<file path="config.mk">
export PLATFORM = sky130hd
export DESIGN_NAME = lsu_mem_ctrl
export DESIGN_NICKNAME = d
export VERILOG_FILES = /design/src/rtl/lsu_mem_ctrl_pkg.sv /design/src/rtl/lsu_load_ext.sv /design/src/rtl/lsu_mem_ctrl.sv
export SDC_FILE = /design/constraint.sdc
export NUM_CORES = 1
export LEC_CHECK = 0
export BUFFER_PORTS_ARGS = -buffer_cell sky130_fd_sc_hd__buf_4
export CAP_MARGIN = 10
export CELL_PAD_IN_SITES_DETAIL_PLACEMENT = 0
export CELL_PAD_IN_SITES_GLOBAL_PLACEMENT = 1
export CORE_AREA = 2 2 184 186
export DETAILED_ROUTE_END_ITERATION = 6
export DIE_AREA = 0 0 186 188
export PLACE_DENSITY = 0.81
export SLEW_MARGIN = 20
export SYNTH_ARGS = -nofsm -noshare
export SYNTH_HDL_FRONTEND = slang
export SYNTH_HIERARCHICAL = 1
export SYNTH_SLANG_ARGS = --single-unit
</file>
<file path="constraint.sdc">
create_clock -name iClock -period 1.6 [get_ports iClock]
set_input_delay 0.24 -clock iClock [delete_from_list [all_inputs] [get_ports iClock]]
set_output_delay 0.24 -clock iClock [all_outputs]
set_load 0.005 [all_outputs]
</file>
<file path="src/rtl/lsu_mem_ctrl_pkg.sv">
// Shared configuration for the load/store control stage: widths, funct3
// encodings, state encodings and the request legality check.
package lsu_mem_ctrl_pkg;

  localparam int LSU_DATA_WIDTH = 64;
  localparam int LSU_BYTE_WIDTH = 8;

  // Load funct3 encodings
  localparam logic [2:0] F3_LB  = 3'b000;
  localparam logic [2:0] F3_LH  = 3'b001;
  localparam logic [2:0] F3_LW  = 3'b010;
  localparam logic [2:0] F3_LD  = 3'b011;
  localparam logic [2:0] F3_LBU = 3'b100;
  localparam logic [2:0] F3_LHU = 3'b101;
  localparam logic [2:0] F3_LWU = 3'b110;

  // Store funct3 encodings
  localparam logic [2:0] F3_SB  = 3'b000;
  localparam logic [2:0] F3_SH  = 3'b001;
  localparam logic [2:0] F3_SW  = 3'b010;
  localparam logic [2:0] F3_SD  = 3'b011;

  // Controller state encodings
  localparam logic [1:0] ST_IDLE   = 2'd0;
  localparam logic [1:0] ST_ACCESS = 2'd1;
  localparam logic [1:0] ST_RESP   = 2'd2;

  // A request that must not reach memory: an encoding with no defined
  // access, or an address that is not a multiple of the access size.
  function automatic logic req_faults(input logic       write,
                                      input logic [2:0] funct3,
                                      input logic [2:0] addr_lo);
    logic illegal;
    logic misaligned;
    illegal = write ? funct3[2] : (funct3 == 3'b111);
    case (funct3[1:0])
      2'd1:    misaligned = addr_lo[0];
      2'd2:    misaligned = (addr_lo[1:0] != 2'b00);
      2'd3:    misaligned = (addr_lo != 3'b000);
      default: misaligned = 1'b0;
    endcase
    return illegal | misaligned;
  endfunction

endpackage

</file>
<file path="src/rtl/lsu_load_ext.sv">
// Combinational load-result extraction: selects byte/half/word/double from
// the raw memory word and sign- or zero-extends it by funct3.
module lsu_load_ext
  import lsu_mem_ctrl_pkg::*;
#(
  parameter int DATA_WIDTH = LSU_DATA_WIDTH
) (
  input  logic [2:0]            funct3,
  input  logic [DATA_WIDTH-1:0] raw,
  output logic [DATA_WIDTH-1:0] result
);

  // Size/extension select; undefined encodings yield zero
  always_comb begin
    result = '0;
    case (funct3)
      F3_LB:   result = {{(DATA_WIDTH-8){raw[7]}}, raw[7:0]};
      F3_LH:   result = {{(DATA_WIDTH-16){raw[15]}}, raw[15:0]};
      F3_LW:   result = {{(DATA_WIDTH-32){raw[31]}}, raw[31:0]};
      F3_LD:   result = raw;
      F3_LBU:  result = {{(DATA_WIDTH-8){1'b0}}, raw[7:0]};
      F3_LHU:  result = {{(DATA_WIDTH-16){1'b0}}, raw[15:0]};
      F3_LWU:  result = {{(DATA_WIDTH-32){1'b0}}, raw[31:0]};
      default: result = '0;
    endcase
  end

endmodule

</file>
<file path="src/rtl/lsu_mem_ctrl.sv">
// Load/store control stage: accepts one request, checks alignment, drives a
// single-cycle memory access and returns the (extended) result via a
// valid/ready response.
module lsu_mem_ctrl
  import lsu_mem_ctrl_pkg::*;
#(
  parameter int DATA_WIDTH = LSU_DATA_WIDTH,
  parameter int BYTE_WIDTH = LSU_BYTE_WIDTH
) (
  input  logic                  iClock,
  input  logic                  iReset,
  input  logic                  iReqValid,
  output logic                  oReqReady,
  input  logic                  iReqWrite,
  input  logic [2:0]            iReqFunct3,
  input  logic [DATA_WIDTH-1:0] iReqAddr,
  input  logic [DATA_WIDTH-1:0] iReqData,
  output logic                  oRespValid,
  input  logic                  iRespReady,
  output logic [DATA_WIDTH-1:0] oRespData,
  output logic                  oRespMisalign,
  output logic                  oMemRdEn,
  output logic [DATA_WIDTH-1:0] oMemRdAddr,
  input  logic [DATA_WIDTH-1:0] iMemRdData,
  output logic                  oMemWrEn,
  output logic [DATA_WIDTH-1:0] oMemWrAddr,
  output logic [DATA_WIDTH-1:0] oMemWrData,
  output logic [BYTE_WIDTH-1:0] oMemWrLen
);

  logic [1:0]            state;
  logic                  write_q;
  logic [2:0]            funct3_q;
  logic [DATA_WIDTH-1:0] addr_q;
  logic [DATA_WIDTH-1:0] data_q;
  logic [DATA_WIDTH-1:0] resp_data_q;
  logic                  misalign_q;
  logic [DATA_WIDTH-1:0] ext_data;

  lsu_load_ext #(
    .DATA_WIDTH (DATA_WIDTH)
  ) u_load_ext (
    .funct3 (funct3_q),
    .raw    (iMemRdData),
    .result (ext_data)
  );

  // Request capture, state sequencing and response registration
  always_ff @(posedge iClock) begin
    if (iReset) begin
      state       <= ST_IDLE;
      write_q     <= 1'b0;
      funct3_q    <= '0;
      addr_q      <= '0;
      data_q      <= '0;
      resp_data_q <= '0;
      misalign_q  <= 1'b0;
    end else begin
      case (state)
        ST_IDLE: begin
          if (iReqValid) begin
            write_q     <= iReqWrite;
            funct3_q    <= iReqFunct3;
            addr_q      <= iReqAddr;
            data_q      <= iReqData;
            resp_data_q <= '0;
            if (req_faults(iReqWrite, iReqFunct3, iReqAddr[2:0])) begin
              misalign_q <= 1'b1;
              state      <= ST_RESP;
            end else begin
              misalign_q <= 1'b0;
              state      <= ST_ACCESS;
            end
          end
        end
        ST_ACCESS: begin
          resp_data_q <= write_q ? '0 : ext_data;
          state       <= ST_RESP;
        end
        ST_RESP: begin
          if (iRespReady) begin
            resp_data_q <= '0;
            misalign_q  <= 1'b0;
            state       <= ST_IDLE;
          end
        end
        default: state <= ST_IDLE;
      endcase
    end
  end

  assign oReqReady     = (state == ST_IDLE);
  assign oRespValid    = (state == ST_RESP);
  assign oRespData     = resp_data_q;
  assign oRespMisalign = misalign_q;

  // Enables are decoded from registered state only; gating by iReset keeps a
  // reset that lands during ACCESS from letting the access through.
  assign oMemRdEn   = (state == ST_ACCESS) && !write_q && !iReset;
  assign oMemWrEn   = (state == ST_ACCESS) &&  write_q && !iReset;
  assign oMemRdAddr = addr_q;
  assign oMemWrAddr = addr_q;
  assign oMemWrData = data_q;
  assign oMemWrLen  = {{(BYTE_WIDTH-1){1'b0}}, 1'b1} << funct3_q[1:0];

endmodule

</file>
==> run metrics, run 1 <==
status complete, no violations; share of post-route cells with drive strength above 1 0.387; Slew HR 0.578; First-pass DRT Iterations 5; Avg Inst Size Synth 8.20 µm²; Layout Skew 12.1 ps; Placed Cells 1833; fin crit share 0.969; CTS sink cnt 199; global route overflow 0; Syn. warnings 6; final instance area 13100 µm²; synth unique cells 32; CTS tree yes; Slew @ Worst Pin 634 ps; Cell Pwr Density 945 nW/µm²; DRT Wirelength 30500 µm; DRC violation count after routing 0; Net count, final 1630; cell count after synthesis 1053; Slew Limit Fails 0; WP data arrival 1310 ps; Die ar. 35000 µm²; CTS Root Cell clkbuf_16; initial antenna violation count 0; RR Startpoint state[1]; Max VDD drop 691 µV; Final WS setup 49.9 ps; # diodes 0; fin cells 1891; FP Rows 67; total CTS buffers 17; Port Buffers 464; chip width 186 µm; number of global-route vias before repair 8159; Final Hold Vio Count 0; per-cell routed wire length 16.1 µm; Util after Layout 0.395; total number of vias 8704; dpl ws 121 ps; synthesized area 8630 µm²; worst hold path class input pin to register; CP Capture Point oMemWrEn; Core Region 33100 µm²; Reg2Reg Depth 5; Final Power 12.3 mW; first-pass GRT wire length 45300 µm; leakage 5.82 nW; post-layout min period 1550 ps; I/O pins 469; sequential area share after synthesis 0.462; r2r endpoint oMemWrData[15]; CTS HTree Levels 4; largest net degree at the start of global routing 139; Clk Latency, worst-skew pair 450 ps; Post-DP Area 12200 µm²; Post-DRT Antenna Nets 0; #FFs+latches synth 199; Longest Clk Path Bufs 2; RSZ-0062 raised after global routing true; Max-cap violations 0; Initial Utilization 0.261; dpl hpwl 21700 µm; required time worst endpoint 1360 ps; worst setup path start write_q; startpoint types register; final RePlAce weighted congestion 0.779; endpoint class of the critical path output pin; CTS clock-pin slew for the worst setup and hold paths 80 ps; DR vias/cell 4.60; Detailed Route Iter0 Violations 424; GRT Util Overall 0.166; Setup-failing EPs final 0; Synth-to-Final Area Change 51.4%; f_max 645 MHz; R2R setup slack 70 ps; maximum fanout along the worst path 3; Crit Path Class register to output pin; Die H 188 µm
[metrics by stage]
stage	hold WS (ps)	TNS, ps
6_report	34.6	0
5_1_grt	5.48	-50.5
4_1_cts	0.126	-17.4
3_5_place_dp	447	0
3_3_place_gp	442	0
2_1_floorplan	376	0
[state kept, by name (all words and copies together), names as in the netlist]
register / cells
funct3_q: 3
oMemRdAddr: 64
oMemWrData: 64
oRespData: 64
oRespMisalign: 1
state: 2
write_q: 1
[how the worst min path moves through the flow]
stage                              start             end  cells after the start  slack [ps]
after global routing        iReqData[55]  oMemWrData[55]                      3           5
after global placement    oMemWrData[12]  oMemWrData[12]                      2         440
final                       iReqAddr[20]  oMemRdAddr[20]                      3          30
after CTS                   iReqData[50]  oMemWrData[50]                      3         0.1
after floorplan                iReqWrite         write_q                      2         380
after detailed placement  oMemWrData[12]  oMemWrData[12]                      2         450
[timing repair]
| item | 4_1_cts | 5_1_grt |
|---|---|---|
| setup buffers | 4 | 2 |
| endpoints found under the setup margin | 6 | 12 |
| resized for setup | 11 | 5 |
| endpoints found under the hold margin | 20 | 0 |
| hold buffers | 20 | 0 |
| pin swaps | 1 | 1 |
[cells in the mapped netlist]
master | count | area [µm²]
buf_6 | 10 | 113
nor3b_2 | 1 | 12.5
a31oi_1 | 1 | 6.26
nor4bb_1 | 1 | 10.0
nor2b_1 | 5 | 31.3
o22ai_1 | 48 | 300
o211ai_2 | 8 | 100
and2_1 | 9 | 56.3
conb_1 | 1 | 3.75
a221oi_1 | 2 | 17.5
a21bo_2 | 1 | 10.0
nand3b_1 | 9 | 67.6
o21bai_1 | 2 | 15.0
dfxtp_1 | 199 | 3980
nor3b_1 | 2 | 15.0
or4b_4 | 1 | 13.8
buf_4 | 78 | 586
or3b_1 | 1 | 8.76
nor2_1 | 66 | 248
nand3_1 | 1 | 5.00
mux2i_1 | 33 | 330
clkbuf_1 | 42 | 158
or2_1 | 1 | 6.26
nand2b_1 | 1 | 6.26
o211a_1 | 1 | 10.0
a21oi_1 | 134 | 671
buf_1 | 6 | 22.5
a32oi_1 | 64 | 561
nand2_1 | 266 | 998
buf_2 | 32 | 160
inv_1 | 25 | 93.8
o21ai_0 | 2 | 10.0
[worst max-delay path: stages, from the launching register on]
cell and delay, ps:
dfxtp_4 380, nor4bb_4 320, buf_4 180
[per-layer routing]
layer | GRT usage | up-vias | share of wire
li1 | - | 4267 | -
met4 | 0.0457 | 0 | 0.011
met3 | 0.0536 | 19 | 0.088
met2 | 0.279 | 362 | 0.49
met5 | 0 | - | 0
met1 | 0.202 | 4056 | 0.41
[cells in the final DEF, fill, tap and decap left out, drive strengths merged, types with 2 or more instances in the layout]
cell and instances:
nor3b 3, a21oi 134, and2 9, nor2 66, mux2i 33, nor2b 5
a221oi 2, o21ai 2, clkbuf 17, inv 32, dlygate4sd3 20, nand3b 9
buf 503, o22ai 48, clkinv 6, o211ai 8, o21bai 2, nand2 266
dfxtp 199, a32oi 64, conb 4
[kinds of logic (layout without fill, tap and decap cells)]
logic type | count (synthesis) | after routing | share of synthesized area
AOI/OAI and AO/OA | 263 | 263 | 0.197
buffers and inverters | 193 | 580 | 0.131
DFF | 199 | 199 | 0.462
muxes | 33 | 33 | 0.0383
other | 1 | 4 | 0.000435
and+or+nand+nor | 364 | 364 | 0.171
[power by group]
part           internal, mW  total (mW)  switching, mW
registers              5.21        5.41          0.199
clock network          2.25        4.46           2.21
logic                  1.31        2.48           1.17
total                  8.77        12.3           3.57
[cell type report]
cell class / count / area [µm²]
inverters: 25 / 93.8
repair buffers: 523 / 4210
well taps: 448 / 561
clock inverters: 15 / 180
flip-flops and latches: 199 / 4000
fillers: 3445 / 20000
multi-input cells: 664 / 3590
clock buffers: 17 / 425
Power figures use the tool's default switching activity.
==> inputs of run 2 (changes only) <==
--- a/config.mk
+++ b/config.mk
@@ -13,6 +13,7 @@
 export DETAILED_ROUTE_END_ITERATION = 6
 export DIE_AREA = 0 0 186 188
 export PLACE_DENSITY = 0.81
+export SETUP_SLACK_MARGIN = 0.15
 export SLEW_MARGIN = 20
 export SYNTH_ARGS = -nofsm -noshare
 export SYNTH_HDL_FRONTEND = slang
==> constraint.sdc (replaced) <==
create_clock -name iClock -period 1.6 [get_ports iClock]
set_input_delay 0.24 -clock iClock [delete_from_list [all_inputs] [get_ports iClock]]
set_output_delay 0.24 -clock iClock [all_outputs]
set_load 0.02 [all_outputs]
==> run metrics, run 2 (synthesis gave the netlist of run 1 again) <==
Final Hold Vio Count 0 (unchanged); r2r endpoint oRespData[17]; Net count, final 1782 (+9.3%); RR Startpoint funct3_q[0]; Clk Latency, worst-skew pair 460 ps (about the same); maximum fanout along the worst path 6 (+3); GRT Util Overall 0.194 (+0.0283); # diodes 0 (unchanged); hold slack 25.5 ps (-9.06 ps); chip width 186 µm (unchanged); DR vias/cell 4.96 (+7.8%); final RePlAce weighted congestion 0.828 (+6.3%); Synth-to-Final Area Change 99.7%; leakage 7.80 nW (+34%); dpl hpwl 23400 µm (+8.0%); Slew @ Worst Pin 776 ps (+142 ps); DRC violation count after routing 0 (unchanged); failing checks negative setup slack; worst hold path class input pin to register; f_max 567 MHz (-12%); Setup-failing EPs final 96 (+96); RSZ-0062 raised after global routing true; largest net degree at the start of global routing 99 (-29%); commonest non-fill, non-tap cells in the layout buf_4, dfxtp_1, nand2_4; CTS sink cnt 199 (unchanged); share of post-route cells with drive strength above 1 0.601 (+0.214); Slew Limit Fails 0 (unchanged); number of global-route vias before repair 8882 (+8.9%); Initial Utilization 0.261 (unchanged); worst setup path start funct3_q[0]; global route overflow 0 (unchanged); Reg2Reg Depth 9 (+4); total number of vias 10135 (+16%); endpoint class of the critical path register; Crit Path Class register to register; FP Rows 67 (unchanged); Longest Clk Path Bufs 2 (unchanged); Layout Skew 11.0 ps (-1.03 ps); Cell Pwr Density 870 nW/µm² (-7.9%); WP data arrival 2110 ps (+800 ps); CTS HTree Levels 4 (unchanged); R2R setup slack -160 ps (-230 ps); I/O pins 469 (unchanged); CTS Root Cell clkbuf_16; Core Region 33100 µm² (unchanged); Post-DRT Antenna Nets 0 (unchanged); Die ar. 35000 µm² (unchanged); First-pass DRT Iterations 5 (unchanged); Final WS setup -164 ps (-214 ps); first-pass GRT wire length 52100 µm (+15%); most common cell after layout, fill and taps aside buf_4; Slew HR 0.483 (-0.0948); fin crit share 1.10 (+0.134); Max-cap violations 0 (unchanged); CP Capture Point oRespData[17]; status complete, but fails checks; Final Power 15.0 mW (+21%); startpoint types register; Detailed Route Iter0 Violations 624 (+47%); required time worst endpoint 1940 ps (+580 ps); DRT Wirelength 44600 µm (+46%); post-layout min period 1760 ps (+214 ps); Die H 188 µm (unchanged); initial antenna violation count 1 (+1); CTS clock-pin slew for the worst setup and hold paths 80 ps (about the same); CTS tree yes; per-cell routed wire length 21.8 µm (+35%); total CTS buffers 17 (unchanged); Max VDD drop 718 µV (+3.9%); Port Buffers 464 (unchanged)
run 2: cell count changes in the layout (fill, tap and decap cells not counted), moves of 50 or more:
cell	change
nand2_1	-168
nand2_4	+110
a21oi_1	-93
a21oi_2	+93
nand2_2	+58
dlygate4sd3_1	+50
run 2: final cells by class:
cell class,count,area [µm²]
timing repair buffer,673,6730
inverter,25,93.8
multi-input combinational,666,5210
tap,448,561
clock inverter,15,206
fill,2836,15900
clock buffer,17,425
sequential,199,4000
run 2: how the worst min path moves through the flow:
stage / slack (ps) / from / end / cells past startpoint
CTS: 0.01 / iReqData[33] / oMemWrData[33] / 3
global route: 8 / iReqAddr[11] / oMemRdAddr[11] / 3
finish: 30 / iReqAddr[51] / oMemRdAddr[51] / 3
floorplan: 370 / iReqFunct3[0] / funct3_q[0] / 2
global placement: 440 / oMemWrData[58] / oMemWrData[58] / 2
detailed placement: 450 / oMemWrData[40] / oMemWrData[40] / 2
run 2: metrics by stage:
step	setup WS [ps]	instance area (µm²)	utilization	instances	TNS [ps]
after floorplan	154	8660	-	1056	0
after global placement	162	12200	0.367	1835	0
after detailed placement	125	12200	0.367	1835	0
after CTS	-97.3	14300	0.430	1971	-212
after global routing	-224	17200	0.520	2043	-10350
final	-164	17200	0.520	2043	-2510
run 2: timing repair:
action | 4_1_cts | 5_1_grt
pin swaps | 33 | 272
endpoints found under the hold margin | 72 | 0
cloned | 13 | 46
endpoints found under the setup margin | 74 | 206
resized for setup | 48 | 468
buffers inserted | 21 | 26
hold buffers | 70 | 0
run 2: critical path, cell delays in order, from the launching register on:
cell	delay (ps)
dfxtp_4	380
buf_12	110
mux2i_4	280
buf_6	160
buf_12	110
buf_12	90
buf_16	110
o22ai_1	90
a32oi_1	240
nor2_1	70
run 2: metal layers:
layer / track usage / vias up / part of all wire
li1: - / 4612 / -
met1: 0.214 / 4872 / 0.36
met2: 0.345 / 550 / 0.52
met3: 0.0588 / 99 / 0.081
met4: 0.0784 / 2 / 0.036
met5: 0 / - / 0.00036
run 2: report_power, final:
part / internal (mW) / switching (mW)
logic: 2.40 / 2.41
registers: 5.21 / 0.276
clock network: 2.41 / 2.29
==> inputs of run 3 (changes only) <==
--- a/config.mk
+++ b/config.mk
@@ -5,7 +5,7 @@
 export SDC_FILE = /design/constraint.sdc
 export NUM_CORES = 1
 export LEC_CHECK = 0
-export BUFFER_PORTS_ARGS = -buffer_cell sky130_fd_sc_hd__buf_4
+export BUFFER_PORTS_ARGS = -buffer_cell sky130_fd_sc_hd__buf_2
 export CAP_MARGIN = 10
 export CELL_PAD_IN_SITES_DETAIL_PLACEMENT = 0
 export CELL_PAD_IN_SITES_GLOBAL_PLACEMENT = 1
==> run metrics, run 3 (synthesis gave the netlist of run 1 again) <==
status complete, but fails checks; failing checks negative setup slack; Slew HR 0.528 (+0.0451); Power Internal 9.34 mW (-6.7%); Hold Path End oMemRdAddr[33]; total number of vias 10196 (+0.60%); first-pass GRT wire length 51100 µm (-1.8%); Worst Hold Path Cells 3 (unchanged); dpl hpwl 22700 µm (-2.8%); DRT Wirelength 40800 µm (-8.6%); Cell Pwr Density 911 nW/µm² (+4.7%); endpoint class of the critical path register; Post-DP Area 11000 µm² (-9.2%); final instance area 15400 µm² (-11%); WP data arrival 2100 ps (about the same); First-pass DRT Iterations 5 (unchanged); share of post-route cells with drive strength above 1 0.528 (-0.0724); sequential share of power 0.386 (+0.020); GR Util met3 0.0484 (-0.0105); post-layout min period 1760 ps (-0.246 ps); Util after Layout 0.464 (-0.0566); number of global-route vias before repair 9257 (+4.2%); total CTS buffers 17 (unchanged); Synth-to-Final Area Change 78.0%; Die ar. 35000 µm² (unchanged); Setup TNS Final -745 ps (+1760 ps); worst hold path class input pin to register; Reg2Reg Depth 8 (-1); I/O pins 469 (unchanged); per-cell routed wire length 19.8 µm (-9.3%); RSZ-0062 raised after global routing true; R2R setup slack -160 ps (about the same); Clk Latency, worst-skew pair 460 ps (about the same); commonest non-fill, non-tap cells in the layout buf_2, dfxtp_1, nand2_1; CTS Root Cell clkbuf_16; DR vias/cell 4.95 (-0.18%); CTS clock-pin slew for the worst setup and hold paths 80 ps (about the same); Max VDD drop 735 µV (+2.5%); CTS HTree Levels 4 (unchanged); startpoint types register; Setup-failing EPs final 32 (-67%); Longest Clk Path Bufs 2 (unchanged); global route hottest layer met2; Net count, final 1798 (+0.90%); Layout Skew 13.4 ps (+2.41 ps); r2r endpoint oRespData[46]; met2 GRT Util 0.330 (-0.0149); initial antenna violation count 3 (+2); P_sw 4.64 mW (-6.6%); maximum fanout along the worst path 6 (unchanged); Initial Utilization 0.261 (unchanged); Die H 188 µm (unchanged); worst hold start iReqAddr[33]; Detailed Route Iter0 Violations 553 (-11%); Slew @ Worst Pin 708 ps (-67.7 ps); global route overflow 0 (unchanged); # diodes 0 (unchanged); CTS tree yes; Max-cap violations 0 (unchanged); largest net degree at the start of global routing 99 (unchanged); met1 usage 0.208 (-0.00599); final RePlAce weighted congestion 0.806 (-2.7%); Clk pwr share 0.320 (+0.007); Crit Path Class register to register; CTS sink cnt 199 (unchanged); Final Hold Vio Count 0 (unchanged); Post-DRT Antenna Nets 0 (unchanged); GRT Util Overall 0.189 (-0.00498); Port Buffers 464 (unchanged); f_max 567 MHz (about the same); Final WS setup -164 ps (+0.246 ps); fin crit share 1.10 (about the same); RR Startpoint funct3_q[0]; Slew Limit Fails 0 (unchanged); chip width 186 µm (unchanged); required time worst endpoint 1930 ps (about the same); switching portion of total power 0.332 (about the same); DRC violation count after routing 0 (unchanged); most common cell after layout, fill and taps aside buf_2; Core Region 33100 µm² (unchanged); FP Rows 67 (unchanged); leakage 7.17 nW (-8.1%); combinational share of power 0.293 (-0.028)
[run 3: cell count changes in the layout (fill, tap and decap cells not counted), moves of 6 or more]
cell and change:
nand2_2 -25, a32oi_1 +19, a32oi_2 -19, dlygate4sd3_1 +40
clkbuf_16 -14, buf_12 -7, nand2_1 +64, buf_2 +455
nand2_4 -39, buf_4 -455, buf_6 +6
[run 3: worst max path at each step]
stage | startpoint | endpoint | slack, ps | depth (start not counted)
2_1_floorplan | state[0] | oMemWrEn | 150 | 2
3_3_place_gp | state[0] | oMemWrData[38] | 110 | 6
3_5_place_dp | funct3_q[0] | oRespData[34] | 110 | 6
4_1_cts | state[1] | oMemWrEn | -40 | 3
5_1_grt | funct3_q[0] | oRespData[46] | -200 | 8
6_report | funct3_q[0] | oRespData[46] | -160 | 8
[run 3: through the flow]
| stage | hold WS [ps] | setup WS (ps) | power (mW) | cells |
|---|---|---|---|---|
| floorplan | 368 | 154 | 7.18 | 1056 |
| global route | 17.5 | -199 | 14.5 | 2059 |
| finish | 33.4 | -164 | 14.0 | 2059 |
| global placement | 439 | 115 | 8.05 | 1839 |
| detailed placement | 444 | 114 | 8.07 | 1839 |
| CTS | 0.752 | -44.8 | 13.2 | 2022 |
[run 3: cell type report]
class	instances	area, µm²
Inverter	25	93.8
Clock inverter	14	156
Tap cell	448	561
Multi-Input combinational cell	666	4720
Clock buffer	18	439
Timing Repair Buffer	689	5390
Fill cell	3054	17800
Sequential cell	199	4000
[run 3: power groups by stage]
stage                     combinational [mW]  sequential [mW]  clock (mW)
after floorplan                         1.40             5.78           0
after global placement                  2.55             5.50           0
after detailed placement                2.56             5.51           0
after CTS                               3.21             5.39        4.58
after global routing                    4.31             5.44        4.77
final                                   4.10             5.41        4.48
[run 3: critical path: stages, from the launching register on]
cell,delay [ps]
dfxtp_4,380
buf_6,130
mux2i_4,250
buf_4,170
buf_6,130
buf_12,140
o22ai_1,110
a32oi_1,260
nor2_1,70
[run 3: what timing repair did]
item / CTS / global route
hold buffers: 110 / 0
pin swaps: 56 / 205
gates cloned: 12 / 25
setup endpoints to repair: 92 / 205
resized for setup: 87 / 307
endpoints found under the hold margin: 112 / 0
buffers inserted: 29 / 12
[run 3: layer usage]
metal,up-vias,part of all wire
met1,4844,0.37
met4,6,0.055
met2,579,0.50
met3,130,0.075
li1,4637,-
met5,-,0.0011
